**src/rtl/alu_sequencer_pkg.sv**
```systemverilog
// Shared types and encodings for the ArgonALU command-bus sequencer:
// bus command codes, ALU opcodes, FSM states and the unary-op helper.
package alu_sequencer_pkg;

  localparam int WORDSIZE  = 16;
  localparam int OP_WIDTH  = 4;
  localparam int COM_WIDTH = 3;

  typedef logic [COM_WIDTH-1:0] com_t;

  localparam com_t com_nop     = 3'd0;
  localparam com_t com_latchA  = 3'd1;
  localparam com_t com_latchB  = 3'd2;
  localparam com_t com_latchF  = 3'd3;
  localparam com_t com_latchOp = 3'd4;
  localparam com_t com_outputY = 3'd5;
  localparam com_t com_outputF = 3'd6;

  localparam logic [OP_WIDTH-1:0] ALU_ADD = 4'h0;
  localparam logic [OP_WIDTH-1:0] ALU_ADC = 4'h1;
  localparam logic [OP_WIDTH-1:0] ALU_SUB = 4'h2;
  localparam logic [OP_WIDTH-1:0] ALU_SBC = 4'h3;
  localparam logic [OP_WIDTH-1:0] ALU_INC = 4'h4;
  localparam logic [OP_WIDTH-1:0] ALU_DEC = 4'h5;
  localparam logic [OP_WIDTH-1:0] ALU_AND = 4'h6;
  localparam logic [OP_WIDTH-1:0] ALU_OR  = 4'h7;
  localparam logic [OP_WIDTH-1:0] ALU_XOR = 4'h8;

  typedef enum logic [2:0] {
    IDLE, WR_A, WR_B, WR_F, WR_OP, RD_Y, RD_F, RESP
  } seq_state_t;

  // INC/DEC only consume operand A, so operand B is never sent for them.
  function automatic logic is_unary(input logic [OP_WIDTH-1:0] op);
    return (op == ALU_INC) || (op == ALU_DEC);
  endfunction

endpackage

```
**src/rtl/alu_sequencer_if.sv**
```systemverilog
// Request/response handshake plus ALU command bus. Both handshakes use
// valid/ready: a transfer happens on a clock edge where valid and ready are both 1.
interface alu_sequencer_if;
  import alu_sequencer_pkg::*;

  logic                 i_ReqValid;
  logic                 o_ReqReady;
  logic [OP_WIDTH-1:0]  i_ReqOp;
  logic [WORDSIZE-1:0]  i_ReqA;
  logic [WORDSIZE-1:0]  i_ReqB;
  logic                 i_ReqChain;

  logic                 o_RspValid;
  logic                 i_RspReady;
  logic [WORDSIZE-1:0]  o_RspResult;
  logic [WORDSIZE-1:0]  o_RspFlags;
  logic                 o_RspError;

  logic [COM_WIDTH-1:0] o_Command;
  logic [WORDSIZE-1:0]  o_BusData;
  logic                 o_BusValid;
  logic [WORDSIZE-1:0]  i_BusData;
  logic                 i_BusValid;

  modport master (
    input  i_ReqValid, i_ReqOp, i_ReqA, i_ReqB, i_ReqChain, i_RspReady,
    input  i_BusData, i_BusValid,
    output o_ReqReady, o_RspValid, o_RspResult, o_RspFlags, o_RspError,
    output o_Command, o_BusData, o_BusValid
  );

  modport slave (
    output i_ReqValid, i_ReqOp, i_ReqA, i_ReqB, i_ReqChain, i_RspReady,
    output i_BusData, i_BusValid,
    input  o_ReqReady, o_RspValid, o_RspResult, o_RspFlags, o_RspError,
    input  o_Command, o_BusData, o_BusValid
  );

endinterface

```
**src/rtl/alu_sequencer.sv**
```systemverilog
// Turns one {op, A, B, chain} request into the ArgonALU command sequence
// (latch A/B/F/op, read Y, read F) and returns {result, flags} with a timeout abort.
module alu_sequencer
  import alu_sequencer_pkg::*;
#(
  parameter int TIMEOUT_CYCLES = 15
) (
  input  logic            i_Clk,
  input  logic            i_Reset,
  alu_sequencer_if.master bus,
  output seq_state_t      o_DbgState
);

  localparam int CNT_W = $clog2(TIMEOUT_CYCLES + 1);

  seq_state_t          state_q, state_d;
  logic [OP_WIDTH-1:0] op_q, op_d;
  logic [WORDSIZE-1:0] a_q, a_d;
  logic [WORDSIZE-1:0] b_q, b_d;
  logic                chain_q, chain_d;
  logic [WORDSIZE-1:0] result_q, result_d;
  logic [WORDSIZE-1:0] flags_q, flags_d;
  logic                error_q, error_d;
  logic [WORDSIZE-1:0] saved_q, saved_d;
  logic [CNT_W-1:0]    cnt_q, cnt_d;

  logic [COM_WIDTH-1:0] command;
  logic [WORDSIZE-1:0]  bus_data;
  logic                 bus_valid;
  logic                 timed_out;

  always_ff @(posedge i_Clk) begin
    if (i_Reset) begin
      state_q  <= IDLE;
      op_q     <= '0;
      a_q      <= '0;
      b_q      <= '0;
      chain_q  <= 1'b0;
      result_q <= '0;
      flags_q  <= '0;
      error_q  <= 1'b0;
      saved_q  <= '0;
      cnt_q    <= '0;
    end else begin
      state_q  <= state_d;
      op_q     <= op_d;
      a_q      <= a_d;
      b_q      <= b_d;
      chain_q  <= chain_d;
      result_q <= result_d;
      flags_q  <= flags_d;
      error_q  <= error_d;
      saved_q  <= saved_d;
      cnt_q    <= cnt_d;
    end
  end

  // The last stalled cycle of a read state is the one that aborts.
  assign timed_out = (cnt_q == CNT_W'(TIMEOUT_CYCLES - 1));

  always_comb begin
    state_d  = state_q;
    op_d     = op_q;
    a_d      = a_q;
    b_d      = b_q;
    chain_d  = chain_q;
    result_d = result_q;
    flags_d  = flags_q;
    error_d  = error_q;
    saved_d  = saved_q;
    cnt_d    = cnt_q;

    unique case (state_q)
      IDLE: begin
        if (bus.i_ReqValid) begin
          op_d     = bus.i_ReqOp;
          a_d      = bus.i_ReqA;
          b_d      = bus.i_ReqB;
          chain_d  = bus.i_ReqChain;
          result_d = '0;
          flags_d  = '0;
          error_d  = 1'b0;
          state_d  = WR_A;
        end
      end
      WR_A:  state_d = is_unary(op_q) ? WR_F : WR_B;
      WR_B:  state_d = WR_F;
      WR_F:  state_d = WR_OP;
      WR_OP: begin
        cnt_d   = '0;
        state_d = RD_Y;
      end
      RD_Y: begin
        if (bus.i_BusValid) begin
          result_d = bus.i_BusData;
          cnt_d    = '0;
          state_d  = RD_F;
        end else if (timed_out) begin
          result_d = '0;
          flags_d  = '0;
          error_d  = 1'b1;
          state_d  = RESP;
        end else begin
          cnt_d = cnt_q + CNT_W'(1);
        end
      end
      RD_F: begin
        if (bus.i_BusValid) begin
          flags_d = bus.i_BusData;
          saved_d = bus.i_BusData;
          state_d = RESP;
        end else if (timed_out) begin
          result_d = '0;
          flags_d  = '0;
          error_d  = 1'b1;
          state_d  = RESP;
        end else begin
          cnt_d = cnt_q + CNT_W'(1);
        end
      end
      RESP: begin
        if (bus.i_RspReady) state_d = IDLE;
      end
      default: state_d = IDLE;
    endcase
  end

  always_comb begin
    command   = com_nop;
    bus_data  = '0;
    bus_valid = 1'b0;
    unique case (state_q)
      WR_A: begin
        command   = com_latchA;
        bus_data  = a_q;
        bus_valid = 1'b1;
      end
      WR_B: begin
        command   = com_latchB;
        bus_data  = b_q;
        bus_valid = 1'b1;
      end
      WR_F: begin
        command   = com_latchF;
        bus_data  = chain_q ? saved_q : '0;
        bus_valid = 1'b1;
      end
      WR_OP: begin
        command   = com_latchOp;
        bus_data  = {{(WORDSIZE-OP_WIDTH){1'b0}}, op_q};
        bus_valid = 1'b1;
      end
      RD_Y:    command = com_outputY;
      RD_F:    command = com_outputF;
      default: command = com_nop;
    endcase
  end

  assign bus.o_ReqReady  = (state_q == IDLE);
  assign bus.o_RspValid  = (state_q == RESP);
  assign bus.o_RspResult = result_q;
  assign bus.o_RspFlags  = flags_q;
  assign bus.o_RspError  = error_q;
  assign bus.o_Command   = command;
  assign bus.o_BusData   = bus_data;
  assign bus.o_BusValid  = bus_valid;
  assign o_DbgState      = state_q;

endmodule

```
**src/flat_wrapper.sv**
```systemverilog
// flat-port wrapper written by rule: the top's interface ports become plain ports
module alu_sequencer_flat import alu_sequencer_pkg::*;
#(
  parameter int TIMEOUT_CYCLES = 15
)
  (i_Clk, i_Reset, o_DbgState, bus_i_ReqValid, bus_i_ReqOp, bus_i_ReqA, bus_i_ReqB, bus_i_ReqChain, bus_i_RspReady, bus_i_BusData, bus_i_BusValid, bus_o_ReqReady, bus_o_RspValid, bus_o_RspResult, bus_o_RspFlags, bus_o_RspError, bus_o_Command, bus_o_BusData, bus_o_BusValid);
  alu_sequencer_if bus_i ();
  input  logic i_Clk;
  input  logic i_Reset;
  output seq_state_t o_DbgState;
  input wire logic [$bits(bus_i.i_ReqValid)-1:0] bus_i_ReqValid;
  input wire logic [$bits(bus_i.i_ReqOp)-1:0] bus_i_ReqOp;
  input wire logic [$bits(bus_i.i_ReqA)-1:0] bus_i_ReqA;
  input wire logic [$bits(bus_i.i_ReqB)-1:0] bus_i_ReqB;
  input wire logic [$bits(bus_i.i_ReqChain)-1:0] bus_i_ReqChain;
  input wire logic [$bits(bus_i.i_RspReady)-1:0] bus_i_RspReady;
  input wire logic [$bits(bus_i.i_BusData)-1:0] bus_i_BusData;
  input wire logic [$bits(bus_i.i_BusValid)-1:0] bus_i_BusValid;
  output wire logic [$bits(bus_i.o_ReqReady)-1:0] bus_o_ReqReady;
  output wire logic [$bits(bus_i.o_RspValid)-1:0] bus_o_RspValid;
  output wire logic [$bits(bus_i.o_RspResult)-1:0] bus_o_RspResult;
  output wire logic [$bits(bus_i.o_RspFlags)-1:0] bus_o_RspFlags;
  output wire logic [$bits(bus_i.o_RspError)-1:0] bus_o_RspError;
  output wire logic [$bits(bus_i.o_Command)-1:0] bus_o_Command;
  output wire logic [$bits(bus_i.o_BusData)-1:0] bus_o_BusData;
  output wire logic [$bits(bus_i.o_BusValid)-1:0] bus_o_BusValid;
  assign bus_i.i_ReqValid = bus_i_ReqValid;
  assign bus_i.i_ReqOp = bus_i_ReqOp;
  assign bus_i.i_ReqA = bus_i_ReqA;
  assign bus_i.i_ReqB = bus_i_ReqB;
  assign bus_i.i_ReqChain = bus_i_ReqChain;
  assign bus_i.i_RspReady = bus_i_RspReady;
  assign bus_i.i_BusData = bus_i_BusData;
  assign bus_i.i_BusValid = bus_i_BusValid;
  assign bus_o_ReqReady = bus_i.o_ReqReady;
  assign bus_o_RspValid = bus_i.o_RspValid;
  assign bus_o_RspResult = bus_i.o_RspResult;
  assign bus_o_RspFlags = bus_i.o_RspFlags;
  assign bus_o_RspError = bus_i.o_RspError;
  assign bus_o_Command = bus_i.o_Command;
  assign bus_o_BusData = bus_i.o_BusData;
  assign bus_o_BusValid = bus_i.o_BusValid;
  alu_sequencer #(.TIMEOUT_CYCLES(TIMEOUT_CYCLES)) u_core (.i_Clk(i_Clk), .i_Reset(i_Reset), .bus(bus_i), .o_DbgState(o_DbgState));
endmodule
```
**config.mk**
```make
export PLATFORM = sky130hd
export DESIGN_NAME = alu_sequencer_flat
export DESIGN_NICKNAME = d
export VERILOG_FILES = /design/src/rtl/alu_sequencer_pkg.sv /design/src/rtl/alu_sequencer_if.sv /design/src/rtl/alu_sequencer.sv /design/src/flat_wrapper.sv
export SDC_FILE = /design/constraint.sdc
export NUM_CORES = 1
export LEC_CHECK = 0
export BUFFER_PORTS_ARGS = -buffer_cell sky130_fd_sc_hd__buf_4
export CAP_MARGIN = 40
export CORE_MARGIN = 1.5
export CORE_UTILIZATION = 50
export CTS_BUF_LIST = sky130_fd_sc_hd__clkbuf_16
export CTS_CLUSTER_DIAMETER = 40
export DETAILED_ROUTE_END_ITERATION = 10
export HOLD_SLACK_MARGIN = 0.05
export PLACE_DENSITY = 0.89
export SLEW_MARGIN = 20
export SYNTH_ARGS = -nofsm -noshare
export SYNTH_HDL_FRONTEND = slang
export SYNTH_SLANG_ARGS = --single-unit
```
**constraint.sdc**
```tcl
create_clock -name i_Clk -period 1.9 [get_ports i_Clk]
set_input_delay 0.285 -clock i_Clk [delete_from_list [all_inputs] [get_ports i_Clk]]
set_output_delay 0.285 -clock i_Clk [all_outputs]
set_load 0.02 [all_outputs]
```
Yosys cells after proc, flatten, opt, wreduce, memory -nomap -nowiden
Cells that the tools add are included.
- reduce and logical (&&, ||, !) cells: 14
- muxes and demuxes: 28
- equality and inequality tests: 16
- add/subtract/negate cells: 1
- operators with widths (operator ; number):
    16-bit 2-to-1 mux ; 8
    16-bit one-hot mux with 3 select lines ; 2
    16-bit one-hot mux with 4 select lines ; 1
    3-bit one-hot mux with 8 select lines ; 1
    3-bit one-hot mux with 6 select lines ; 1
    3-bit 2-to-1 mux ; 5
    3-bit == test (second input constant) ; 4
    4-bit 2-to-1 mux ; 3
    4-bit one-hot mux with 3 select lines ; 1
    2-bit != test (second input constant) ; 5
    4-bit by 3-bit == test with 1-bit output (second input constant) ; 2
    2-bit AND reduction ; 4
    3-bit by 2-bit == test with 1-bit output (second input constant) ; 2
    3-bit AND reduction ; 2
    3-bit nonzero test ; 2
    1-bit 2-to-1 mux ; 5
    4-bit by 1-bit adder with 4-bit output (second input constant) ; 1
    4-bit == test (second input constant) ; 1
    4-bit AND reduction ; 1
    4-bit OR reduction ; 1
    3-bit by 1-bit == test with 1-bit output (second input constant) ; 1
    3-bit logical NOT ; 1
    2-bit by 1-bit != test with 1-bit output (second input constant) ; 1
    1-bit one-hot mux with 2 select lines ; 1
    3 further kinds ; 3
- word-level logic and storage cells: 69
- output and inout port bits: 58
- register bits after elaboration: 93
- bits of input ports: 58

Logic depth before layout (Yosys ltp)
Gate-level depths: netlist (run 1).
- depth after elaboration: 4
- mapped depth: 8
- depth with buffers taken out: 6

Worst setup path before layout (run 1)
OpenSTA, ideal clock, no wires.
- path type: register to register
- start point: register u_core.state_q[0], in the netlist u_core.o_DbgState[0]
- end point: register u_core.a_q[0]
- data arrival time: 1.996 ns
- clock period less this slack: 2.128 ns
- slack: -0.228 ns
- cell stages (with the launch flop): 8
- path buffers: 3
- setup time: 0.132 ns
- required time: 1.768 ns
- cell sequence: dfxtp_1 -> buf_4 -> clkbuf_1 -> nor3_1 -> nand2_1 -> buf_2 -> nand2_1 -> a21oi_1
- word-level cells in the longest chain between the ends: 2
- ends and longest elaborated chain (item ; line ; text):
    start, declared ; alu_sequencer.sv:16 ; seq_state_t state_q, state_d;
    start signal, assigned ; alu_sequencer.sv:45 ; state_q <= state_d;
    3-bit logical NOT ; n/a ;
    via bus_o_ReqReady ; flat_wrapper.sv:19 ; output wire logic [$bits(bus_i.o_ReqReady)-1:0] bus_o_ReqReady;
    2-bit AND reduction (no line) ; n/a ;
    end signal, assigned ; alu_sequencer.sv:36 ; a_q <= '0;
    end signal, assigned ; alu_sequencer.sv:47 ; a_q <= a_d;
    end, declared ; alu_sequencer.sv:18 ; logic [WORDSIZE-1:0] a_q, a_d;
The timed path passes the listed nets, and every way through them passes these cells.
A chain may end at the register's enable or synchronous reset.

Worst setup path after layout (run 1)
- start point: register u_core.state_q[1], in the netlist u_core.o_DbgState[1]
- end point: output port bus_o_BusData[0]
- word-level cells in the longest chain between the ends: 2
- elaborated cells between the ends (all ways): 5
- those cells by class: 4 x eq/ne; 1 x mux
- ends and longest elaborated chain (item ; line ; text):
    3-bit == test (tied with other cells) ; alu_sequencer.sv:132 ; unique case (state_q)
    16-bit one-hot mux with 4 select lines * ; alu_sequencer.sv:132 ;
    end, declared ; flat_wrapper.sv:25 ; output wire logic [$bits(bus_i.o_BusData)-1:0] bus_o_BusData;
Mark *: on every way between the ends. The rest lies on a longest branch, timed or not.

==> results of run 1 <==
==> synthesized netlist by cell type <==
| library cell | instances | area, µm² |
|---|---|---|
| o21ai_0 | 8 | 40.0 |
| dfxtp_1 | 93 | 1860 |
| nor3b_1 | 1 | 7.51 |
| a21oi_1 | 96 | 480 |
| nor4b_4 | 1 | 23.8 |
| nand3_1 | 18 | 90.1 |
| a21boi_0 | 1 | 7.51 |
| a32oi_1 | 3 | 26.3 |
| nor3_1 | 13 | 65.1 |
| a32o_1 | 15 | 150 |
| nand3b_1 | 4 | 30.0 |
| nor2_1 | 2 | 7.51 |
| ha_1 | 2 | 25.0 |
| and4_1 | 1 | 8.76 |
| and3_1 | 5 | 31.3 |
| inv_1 | 18 | 67.6 |
| buf_6 | 2 | 22.5 |
| a21oi_2 | 1 | 8.76 |
| buf_2 | 10 | 50.1 |
| o311a_1 | 1 | 10.0 |
| a221oi_1 | 1 | 8.76 |
| and2_1 | 1 | 6.26 |
| nand2_1 | 127 | 477 |
| nor3_2 | 11 | 110 |
| a22oi_1 | 5 | 37.5 |
| o32ai_1 | 1 | 8.76 |
| buf_4 | 3 | 22.5 |
| clkbuf_1 | 24 | 90.1 |
| a31oi_1 | 2 | 12.5 |
| buf_1 | 5 | 18.8 |
| a41oi_1 | 1 | 8.76 |
| or3b_4 | 1 | 11.3 |
| nor2_2 | 1 | 6.26 |
| nand2b_1 | 3 | 18.8 |
| a211oi_4 | 1 | 20.0 |
| o2bb2ai_2 | 1 | 15.0 |
| a222oi_1 | 12 | 120 |
| nor2b_1 | 1 | 6.26 |
| xnor2_1 | 2 | 17.5 |
| a211oi_1 | 1 | 7.51 |
| a21oi_4 | 1 | 16.3 |
| nand3_2 | 1 | 10.0 |
| and2b_1 | 1 | 7.51 |
==> report_power, final <==
part           switching (mW)  total [mW]  internal (mW)
clock                   0.751        1.63          0.875
combinational           0.526       0.882          0.356
sequential             0.0628        2.09           2.03
total                    1.34        4.60           3.26
==> area by class of cell <==
| cell class | count | share of cell area (%) |
|---|---|---|
| sequential | 93 | 34.0 |
| clock inverter | 7 | 0.774 |
| inverter | 18 | 1.28 |
| multi-input combinational | 347 | 36.8 |
| timing repair buffer | 142 | 20.7 |
| tap | 102 | 2.32 |
| clock buffer | 9 | 4.10 |
==> kinds of logic after synthesis <==
kind of cell	Yosys count
and+or+nand+nor	192
AOI/OAI and AO/OA	151
DFF	93
buffers and inverters	62
xor gates and xnor gates	2
adders and majority gates	2
==> flip-flops by register name, summed over array words and instances (netlist names), 3 cells and up <==
signal / count
u_core.a_q: 16
u_core.b_q: 16
u_core.bus.o_RspFlags: 16
u_core.bus.o_RspResult: 16
u_core.cnt_q: 4
u_core.o_DbgState: 3
u_core.op_q: 4
u_core.saved_q: 16
==> metrics by stage <==
stage,cell area (µm²),hold slack [ps],worst slack (ps)
global route,5490,195,-52.1
global placement,5060,442,165
finish,5490,193,0.504
floorplan,4090,411,32.5
detailed placement,5060,448,77.8
CTS,5360,188,-12.9
==> path summary, 6_finish.rpt <==
| kind | slack (ps) | endpoint | start |
|---|---|---|---|
| worst min register to register | 460 | u_core.a_q[15] | u_core.a_q[15] |
| worst max register to register | 70 | u_core.bus.o_RspFlags[2] | u_core.o_DbgState[1] |
| worst min-delay path | 190 | u_core.bus.o_RspFlags[0] | bus_i_BusData[0] |
| worst max-delay path | 0.5 | bus_o_BusData[0] | u_core.o_DbgState[1] |
==> per-layer routing <==
layer  global-route usage [%]  routed length [µm]
met1                     36.3                5100
met2                     44.4                5750
met3                     7.40                1190
met4                     7.20                 330
met5                        0                   0
==> timing repair <==
action,in CTS,in global routing
resized for setup,10,32
pin swaps,3,10
cloned,0,1
buffers inserted,2,2
endpoints found under the setup margin,16,45
==> run_results.csv, run 1 <==
group,metric,value,unit
floorplanning,start_util,52.1,%
global_routing,track_usage,27.5,%
timing,report.final.slew_viol_count,0,
timing,max_freq,0.526,GHz
worst_setup_path,crit_chain,"and2b_2 -> a22oi_2 -> o21ai_2 -> buf_4",
power,leakage,2.24,nW
clock_network,htree_levels,3,
worst_setup_path,slowest_stage,"dfxtp_4",
routing,drcViolationCount,0,
routing,detailedRoute.firstPassIterationCount,7,
timing,relSlewSlack,62.2,%
cells_and_area,drive_gt1_share,32.0,%
power,power_density,837,nW/µm²
cells_and_area,multi_input_area,2020,µm²
clock_network,clock-root-buffer,"clkbuf_16",
synth,muxShareOfSynthArea,0,%
synth,syn_avg_cell_area,8.11,µm²
synth,synthCells,502,
placement,port_buffers,115,
cells_and_area,seqCellArea,1870,µm²
timing,rsz0062_at_grt,"yes",
floorplanning,die_height,93.2,µm
timing,setup_violations,0,
placement,hpwl,8.49,mm
worst_setup_path,arrival,1610,ps
placement,dp_cells,697,
worst_hold_path,hold_path_class,"in -> reg",
clock_network,cts_tree,"built",
routing,wl,12.4,mm
worst_setup_path,worst-path-stages,4,
routing,avgViaCountPerCell,6.00,
global_routing,antenna_found_initial,0,
worst_setup_path,cp-end-kind,"primary output",
routing,ant_nets,0,
floorplanning,dieArea,8690,µm²
floorplanning,die_w,93.2,µm
floorplanning,io_pins,116,
worst_setup_path,path_class,"reg -> out",
clock_network,clk_latency,340,ps
timing,tightest_slew,567,ps
cells_and_area,mostFrequentLayoutCells,"nand2_1, buf_4, a21oi_1",
clock_network,cts_buffer_depth,2,
synth,synth_compound_area_share,24.0,%
worst_setup_path,cpPeakStageDelay,410,ps
global_routing,grt_max_degree,38,
clock_network,cts_buffers,9,
routing,wl_per_cell,17.2,µm
synth,synth_xor_area_share,0.430,%
cells_and_area,antenna_cells,0,
synth,syn_nets,562,
global_routing,grt_pass1_wl,18.9,mm
run_status,run_status,"completed",
cells_and_area,fillers,589,
worst_setup_path,crit_path_max_fanout,8,
synth,synth_top_family_by_area,"compound AO/OA/AOI/OAI gates",
worst_setup_path,path_buf_inv,1,
floorplanning,rows,32,
worst_hold_path,holdPathStages,2,
clock_network,cts_hold_buf,0,
floorplanning,core,7810,µm²
worst_setup_path,startpoint_type,"register",
cells_and_area,final_common_cell,"nand2_1",
cells_and_area,nets,671,
timing,period_minus_slack,1900,ps
worst_setup_path,worstRegToRegCells,5,
synth,ys_seq_area_share,45.7,%
timing,skew,5.32,ps
power,ir_drop,0.000680,V
timing,finalSetupTns,0,ps
placement,gp_congestion,1.00,
synth,synth_area,4070,µm²
global_routing,gr-total-overflow,0,
cells_and_area,areaGrowthSynthToFinish,34.9,%
routing,drt_iter0_drc,399,
synth,synth-simple-area-share,22.5,%
worst_setup_path,cp_top_family,"flip-flops",
timing,finalCritPeriodShare,100,%
synth,ys_seq_elements,93,
synth,synthDistinctLibCells,43,
cells_and_area,fin_util,70.4,%
clock_network,clkTransAtPathRegs,70,ps
timing,finalHoldViolCount,0,
synth,synth_fa_ha_area_share,0.615,%
global_routing,grt_pass1_vias,3899,
cells_and_area,finalNonFillerCells,718,
synth,yosysWarnings,0,
flow_run,cap_violations,0,
power,power,4.60,mW
worst_setup_path,cp.required,1620,ps
clock_network,clock-sinks,93,
routing,num_vias,4307,
Note: power is estimated with default switching activity, not from simulation.
==> inputs of run 2 (changes only) <==
--- a/config.mk
+++ b/config.mk
@@ -7,13 +7,16 @@
 export LEC_CHECK = 0
 export BUFFER_PORTS_ARGS = -buffer_cell sky130_fd_sc_hd__buf_4
 export CAP_MARGIN = 40
+export CELL_PAD_IN_SITES_DETAIL_PLACEMENT = 1
+export CELL_PAD_IN_SITES_GLOBAL_PLACEMENT = 1
 export CORE_MARGIN = 1.5
-export CORE_UTILIZATION = 50
+export CORE_UTILIZATION = 37
 export CTS_BUF_LIST = sky130_fd_sc_hd__clkbuf_16
 export CTS_CLUSTER_DIAMETER = 40
 export DETAILED_ROUTE_END_ITERATION = 10
+export GPL_TIMING_DRIVEN = 0
 export HOLD_SLACK_MARGIN = 0.05
-export PLACE_DENSITY = 0.89
+export PLACE_DENSITY = 0.91
 export SLEW_MARGIN = 20
 export SYNTH_ARGS = -nofsm -noshare
 export SYNTH_HDL_FRONTEND = slang
==> run 2 against run 1 <==
  * The flow now finishes with violations (negative setup slack)
  * Cell area increased by 13%
  * Clock-buffer cell count did not move
  * Sequential share of layout area decreased by 3.8 points
  * Utilization decreased by 13 points
  * Die area grew 34%
  * Clock skew up 16 ps
  * Wire length is 60% higher
  * Hold slack lost 23 ps
  * Global-route usage increased by 1.8 points
  * Non-clock buffer count up 50
  * Maximum frequency decreased by 15%
  * Critical path type unchanged
  * Largest cell class unchanged
  * Largest power group unchanged
==> run_results.csv, run 2 (synthesis results as in run 1) <==
group,metric,value,unit
run_status,violations,"negative setup slack",
clock_network,clock-sinks,93,
floorplanning,io_pins,116,
worst_setup_path,cpMostUsedCell,"buf_6",
routing,drt_iter0_drc,506,
worst_setup_path,cpPeakStageDelay,340,ps
routing,drcViolationCount,0,
global_routing,grt_pass1_wl,25.7,mm
timing,tightest_slew,846,ps
timing,report.final.slew_viol_count,0,
timing,period_minus_slack,2230,ps
worst_setup_path,arrival,1940,ps
floorplanning,die_height,108,µm
floorplanning,core,10800,µm²
placement,dp_cells,756,
cells_and_area,fin_util,57.3,%
worst_setup_path,r2r-start,"u_core.o_DbgState[1]",
worst_setup_path,worst-path-stages,7,
worst_setup_path,path_class,"reg -> out",
clock_network,clock-root-buffer,"clkbuf_16",
timing,finalSetupTns,-5200,ps
placement,hpwl,10.7,mm
cells_and_area,nets,721,
power,ir_drop,0.000511,V
clock_network,clk_latency,370,ps
clock_network,cts_buffers,9,
worst_setup_path,worstRegToRegCells,10,
worst_setup_path,crit_path_max_fanout,10,
clock_network,clkTransAtPathRegs,80,ps
power,power_frac_seq,38.9,%
floorplanning,rows,38,
floorplanning,start_util,37.7,%
routing,num_vias,4894,
worst_setup_path,path_buf_inv,5,
power,p_switching,1.67,mW
timing,finalWorstSetupSlack,-326,ps
floorplanning,dieArea,11600,µm²
timing,relSlewSlack,43.6,%
worst_setup_path,reg2reg_slack,-130,ps
timing,max_freq,0.449,GHz
timing,finalCritPeriodShare,117,%
global_routing,grt_max_degree,17,
worst_setup_path,reg2reg_to,"u_core.b_q[15]",
timing,skew,21.5,ps
timing,finalHoldViolCount,0,
placement,place_ws,-276,ps
routing,wl_per_cell,24.5,µm
timing,rsz0062_at_grt,"yes",
clock_network,htree_levels,3,
clock_network,cts_hold_buf,0,
global_routing,antenna_found_initial,0,
cells_and_area,fillers,1229,
placement,gp_congestion,0.887,
worst_setup_path,cp.required,1620,ps
worst_setup_path,cp-end-kind,"primary output",
worst_setup_path,cp_top_family,"buffers and inverters",
power,p_comb_share,23.3,%
global_routing,grt_pass1_vias,4728,
cells_and_area,antenna_cells,0,
cells_and_area,final_common_cell,"buf_4",
floorplanning,die_w,108,µm
cells_and_area,seqCellArea,1870,µm²
cells_and_area,mostFrequentLayoutCells,"buf_4, nand2_1, dfxtp_1",
routing,wl,19.7,mm
routing,detailedRoute.firstPassIterationCount,7,
power,power_frac_clock,37.8,%
run_status,run_status,"complete, but fails checks",
worst_setup_path,startpoint_type,"register",
power,leakage,2.57,nW
placement,port_buffers,114,
worst_setup_path,crit_chain,"buf_6 -> clkbuf_16 -> nor3_2 -> clkbuf_4 -> a222oi_1 -> inv_1 -> buf_6",
cells_and_area,drive_gt1_share,37.8,%
worst_setup_path,crit_end,"bus_o_BusData[7]",
global_routing,track_usage,29.3,%
clock_network,cts_tree,"built",
worst_setup_path,slowest_stage,"dfxtp_2",
power,p_int,3.74,mW
global_routing,gr-total-overflow,0,
routing,ant_nets,0,
cells_and_area,multi_input_area,2110,µm²
cells_and_area,areaGrowthSynthToFinish,52.0,%
flow_run,cap_violations,0,
worst_hold_path,hold_path_class,"in -> reg",
routing,avgViaCountPerCell,6.07,
power,power.share.switching,30.9,%
cells_and_area,finalNonFillerCells,806,
clock_network,cts_buffer_depth,2,
worst_setup_path,crit_start,"u_core.o_DbgState[1]",
timing,setup_violations,36,
timing,fin_hold_ws,169,ps
power,power_density,874,nW/µm²
run 2: how the worst min path moves through the flow:
| stage | endpoint | cells after the start | slack [ps] | start |
|---|---|---|---|---|
| floorplan | u_core.bus.o_RspFlags[0] | 1 | 410 | bus_i_BusData[0] |
| global placement | u_core.b_q[11] | 2 | 440 | u_core.b_q[11] |
| detailed placement | u_core.b_q[9] | 2 | 450 | u_core.b_q[9] |
| CTS | u_core.bus.o_RspFlags[13] | 2 | 180 | bus_i_BusData[13] |
| global route | u_core.bus.o_RspFlags[5] | 2 | 180 | bus_i_BusData[5] |
| finish | u_core.a_q[13] | 3 | 170 | bus_i_ReqA[13] |
run 2: stage by stage:
stage | area (µm²) | total power [mW]
floorplan | 4090 | 2.61
global placement | 5120 | 2.93
detailed placement | 5120 | 2.97
CTS | 5810 | 5.06
global route | 6190 | 5.53
finish | 6190 | 5.41
run 2: power groups by stage:
stage	Clock [mW]	Combinational [mW]	Sequential, mW
after global routing	2.11	1.32	2.10
after floorplan	0	0.499	2.11
final	2.05	1.26	2.10
after global placement	0	0.814	2.12
after CTS	1.97	1.01	2.08
after detailed placement	0	0.845	2.12
run 2: area by class of cell:
class	instances	area share (%)
well taps	140	2.83
inverters	18	1.21
clock inverters	7	1.54
flip-flops and latches	93	30.2
clock buffers	9	3.64
plain buffers	38	5.07
repair buffers	154	21.3
multi-input cells	347	34.1
run 2: timing repair:
item,CTS,global route
gates cloned,1,5
gates resized for setup,60,54
setup endpoints to repair,60,82
pin swaps,11,21
setup buffers,16,18
run 2: tightest hold or removal path, cell delays in order:
cell and delay (ps):
buf_4 110, nand2_1 50, a21oi_1 50
run 2: routing by layer:
| metal | part of all wire [%] | routed length, µm | GRT usage [%] | vias to the layer above |
|---|---|---|---|---|
| li1 | - | - | - | 2084 |
| met1 | 37 | 7390 | 33.8 | 2405 |
| met2 | 48 | 9520 | 50.5 | 308 |
| met3 | 8.5 | 1670 | 5.39 | 97 |
| met4 | 5.9 | 1160 | 17.3 | 0 |
| met5 | 0 | 0 | 0 | - |
==> inputs of run 3 (changes only) <==
--- a/config.mk
+++ b/config.mk
@@ -9,7 +9,7 @@
 export CAP_MARGIN = 40
 export CELL_PAD_IN_SITES_DETAIL_PLACEMENT = 1
 export CELL_PAD_IN_SITES_GLOBAL_PLACEMENT = 1
-export CORE_MARGIN = 1.5
+export CORE_MARGIN = 10
 export CORE_UTILIZATION = 37
 export CTS_BUF_LIST = sky130_fd_sc_hd__clkbuf_16
 export CTS_CLUSTER_DIAMETER = 40
==> run 3 against run 2 <==
  * The flow still finishes with violations (negative setup slack)
  * Sequential share of layout area up 0.21 points
  * Register-to-register slack worse by 30 ps
  * Global-route usage fell by 8.3 points
  * Critical path type unchanged
  * Largest power group unchanged
==> run_results.csv, run 3 (synthesis results as in run 1) <==
group,metric,value,unit
global_routing,grt_pass1_vias,5011,
placement,hpwl,11.9,mm
floorplanning,start_util,37.7,%
timing,tightest_slew,789,ps
clock_network,cts_buffer_depth,2,
timing,relSlewSlack,47.4,%
worst_setup_path,cpPeakStageDelay,340,ps
worst_setup_path,arrival,1910,ps
worst_setup_path,cp.required,1620,ps
power,ir_drop,0.000663,V
timing,finalCritPeriodShare,115,%
routing,wl_per_cell,25.5,µm
floorplanning,core,10800,µm²
routing,drt_iter0_drc,452,
worst_setup_path,path_class,"reg -> out",
worst_setup_path,crit_path_max_fanout,6,
flow_run,cap_violations,0,
timing,report.final.slew_viol_count,0,
clock_network,cts_tree,"built",
routing,detailedRoute.firstPassIterationCount,6,
power,power_density,861,nW/µm²
worst_hold_path,hold_path_class,"in -> reg",
clock_network,clkTransAtPathRegs,80,ps
cells_and_area,antenna_cells,0,
worst_setup_path,cp-end-kind,"primary output",
floorplanning,die_height,125,µm
timing,finalHoldViolCount,0,
cells_and_area,mostFrequentLayoutCells,"buf_4, nand2_1, dfxtp_1",
cells_and_area,areaGrowthSynthToFinish,50.8,%
worst_setup_path,crit_chain,"buf_6 -> buf_4 -> buf_6 -> buf_4 -> nand2b_4 -> nor3b_2 -> a21oi_1 -> o21ai_2 -> buf_6",
placement,gp_congestion,0.920,
clock_network,htree_levels,3,
worst_setup_path,slowest_stage,"dfxtp_2",
routing,ant_nets,0,
floorplanning,rows,38,
timing,finalSetupTns,-6380,ps
clock_network,clock-sinks,93,
routing,wl,20.6,mm
floorplanning,io_pins,116,
timing,period_minus_slack,2190,ps
clock_network,clock-root-buffer,"clkbuf_16",
worst_setup_path,startpoint_type,"register",
placement,port_buffers,114,
timing,setup_violations,57,
routing,num_vias,4829,
global_routing,track_usage,21.0,%
timing,skew,6.15,ps
run_status,violations,"negative setup slack",
clock_network,cts_buffers,9,
floorplanning,die_w,125,µm
global_routing,grt_max_degree,19,
timing,rsz0062_at_grt,"yes",
cells_and_area,drive_gt1_share,39.3,%
routing,avgViaCountPerCell,5.99,
timing,max_freq,0.456,GHz
cells_and_area,fin_util,56.9,%
floorplanning,dieArea,15600,µm²
timing,finalWorstSetupSlack,-293,ps
global_routing,antenna_found_initial,0,
cells_and_area,nets,721,
cells_and_area,design_area,6140,µm²
power,leakage,2.51,nW
global_routing,grt_pass1_wl,27.1,mm
placement,place_ws,-289,ps
cells_and_area,final_common_cell,"buf_4",
placement,dpl_cell_area,5120,µm²
routing,drcViolationCount,0,
worst_setup_path,cpMostUsedCell,"buf_6",
global_routing,gr-total-overflow,0,
clock_network,clk_latency,350,ps
run_status,run_status,"complete, but fails checks",
[run 3: cell types whose count changed in the layout (fill, tap and decap cells not counted), moves of 3 or more]
cell | previous run | this run
buf_12 | 3 | 0
buf_2 | 6 | 9
nor3_1 | 11 | 8
buf_4 | 127 | 131
clkbuf_16 | 14 | 11
a21oi_2 | 10 | 16
a21oi_1 | 87 | 80
[run 3: final timing paths]
path | slack (ps) | cells after the start | start | end
worst min register to register | 460 | 2 | u_core.a_q[11] | u_core.a_q[11]
worst max-delay path | -290 | 9 | u_core.o_DbgState[1] | bus_o_BusData[2]
worst max register to register | -160 | 8 | u_core.o_DbgState[1] | u_core.bus.o_RspFlags[1]
worst min-delay path | 180 | 2 | bus_i_BusData[6] | u_core.bus.o_RspFlags[6]
[run 3: through the flow]
step           power [mW]  hold WS [ps]  instances
5_1_grt              5.41           187        806
2_1_floorplan        2.61           411        502
3_3_place_gp         2.94           442        756
6_report             5.29           179        806
4_1_cts              4.98           185        785
3_5_place_dp         2.98           451        756
[run 3: power breakdown]
part / internal, mW / switching [mW] / total, mW / leakage (nW)
Combinational: 0.495 / 0.716 / 1.21 / 1.60
Clock: 1.06 / 0.925 / 1.98 / 0.151
Sequential: 2.03 / 0.0666 / 2.09 / 0.756
Total: 3.58 / 1.71 / 5.29 / 2.51
[run 3: what timing repair did]
| item | in CTS | in global routing |
|---|---|---|
| gates cloned | 2 | 2 |
| resized for setup | 40 | 79 |
| setup buffers | 14 | 21 |
| pin swaps | 8 | 51 |
| hold buffers | 0 | 0 |
| endpoints found under the setup margin | 60 | 83 |
[run 3: cell type report]
| type | count | area, µm² |
|---|---|---|
| Clock inverter | 7 | 86.3 |
| Buffer | 40 | 292 |
| Sequential cell | 93 | 1870 |
| Clock buffer | 9 | 225 |
| Fill cell | 1260 | 4650 |
| Inverter | 18 | 73.8 |
| Multi-Input combinational cell | 347 | 2190 |
| Tap cell | 140 | 175 |
| Timing Repair Buffer | 152 | 1230 |
[run 3: critical path: cells and delay by family (launching register included)]
family | cells | cell delay, ps
flip-flops | 1 | 340
AO/OA/AOI/OAI | 2 | 170
AND/OR/NAND/NOR | 2 | 340
buffers and inverters | 5 | 690
[run 3: layer usage]
layer	vias up	GRT usage, %	share of wire [%]
met2	317	36.9	48
met5	-	0	0
met1	2342	23.3	38
met4	0	9.21	5.6
li1	2075	-	-
met3	95	5.49	8.3
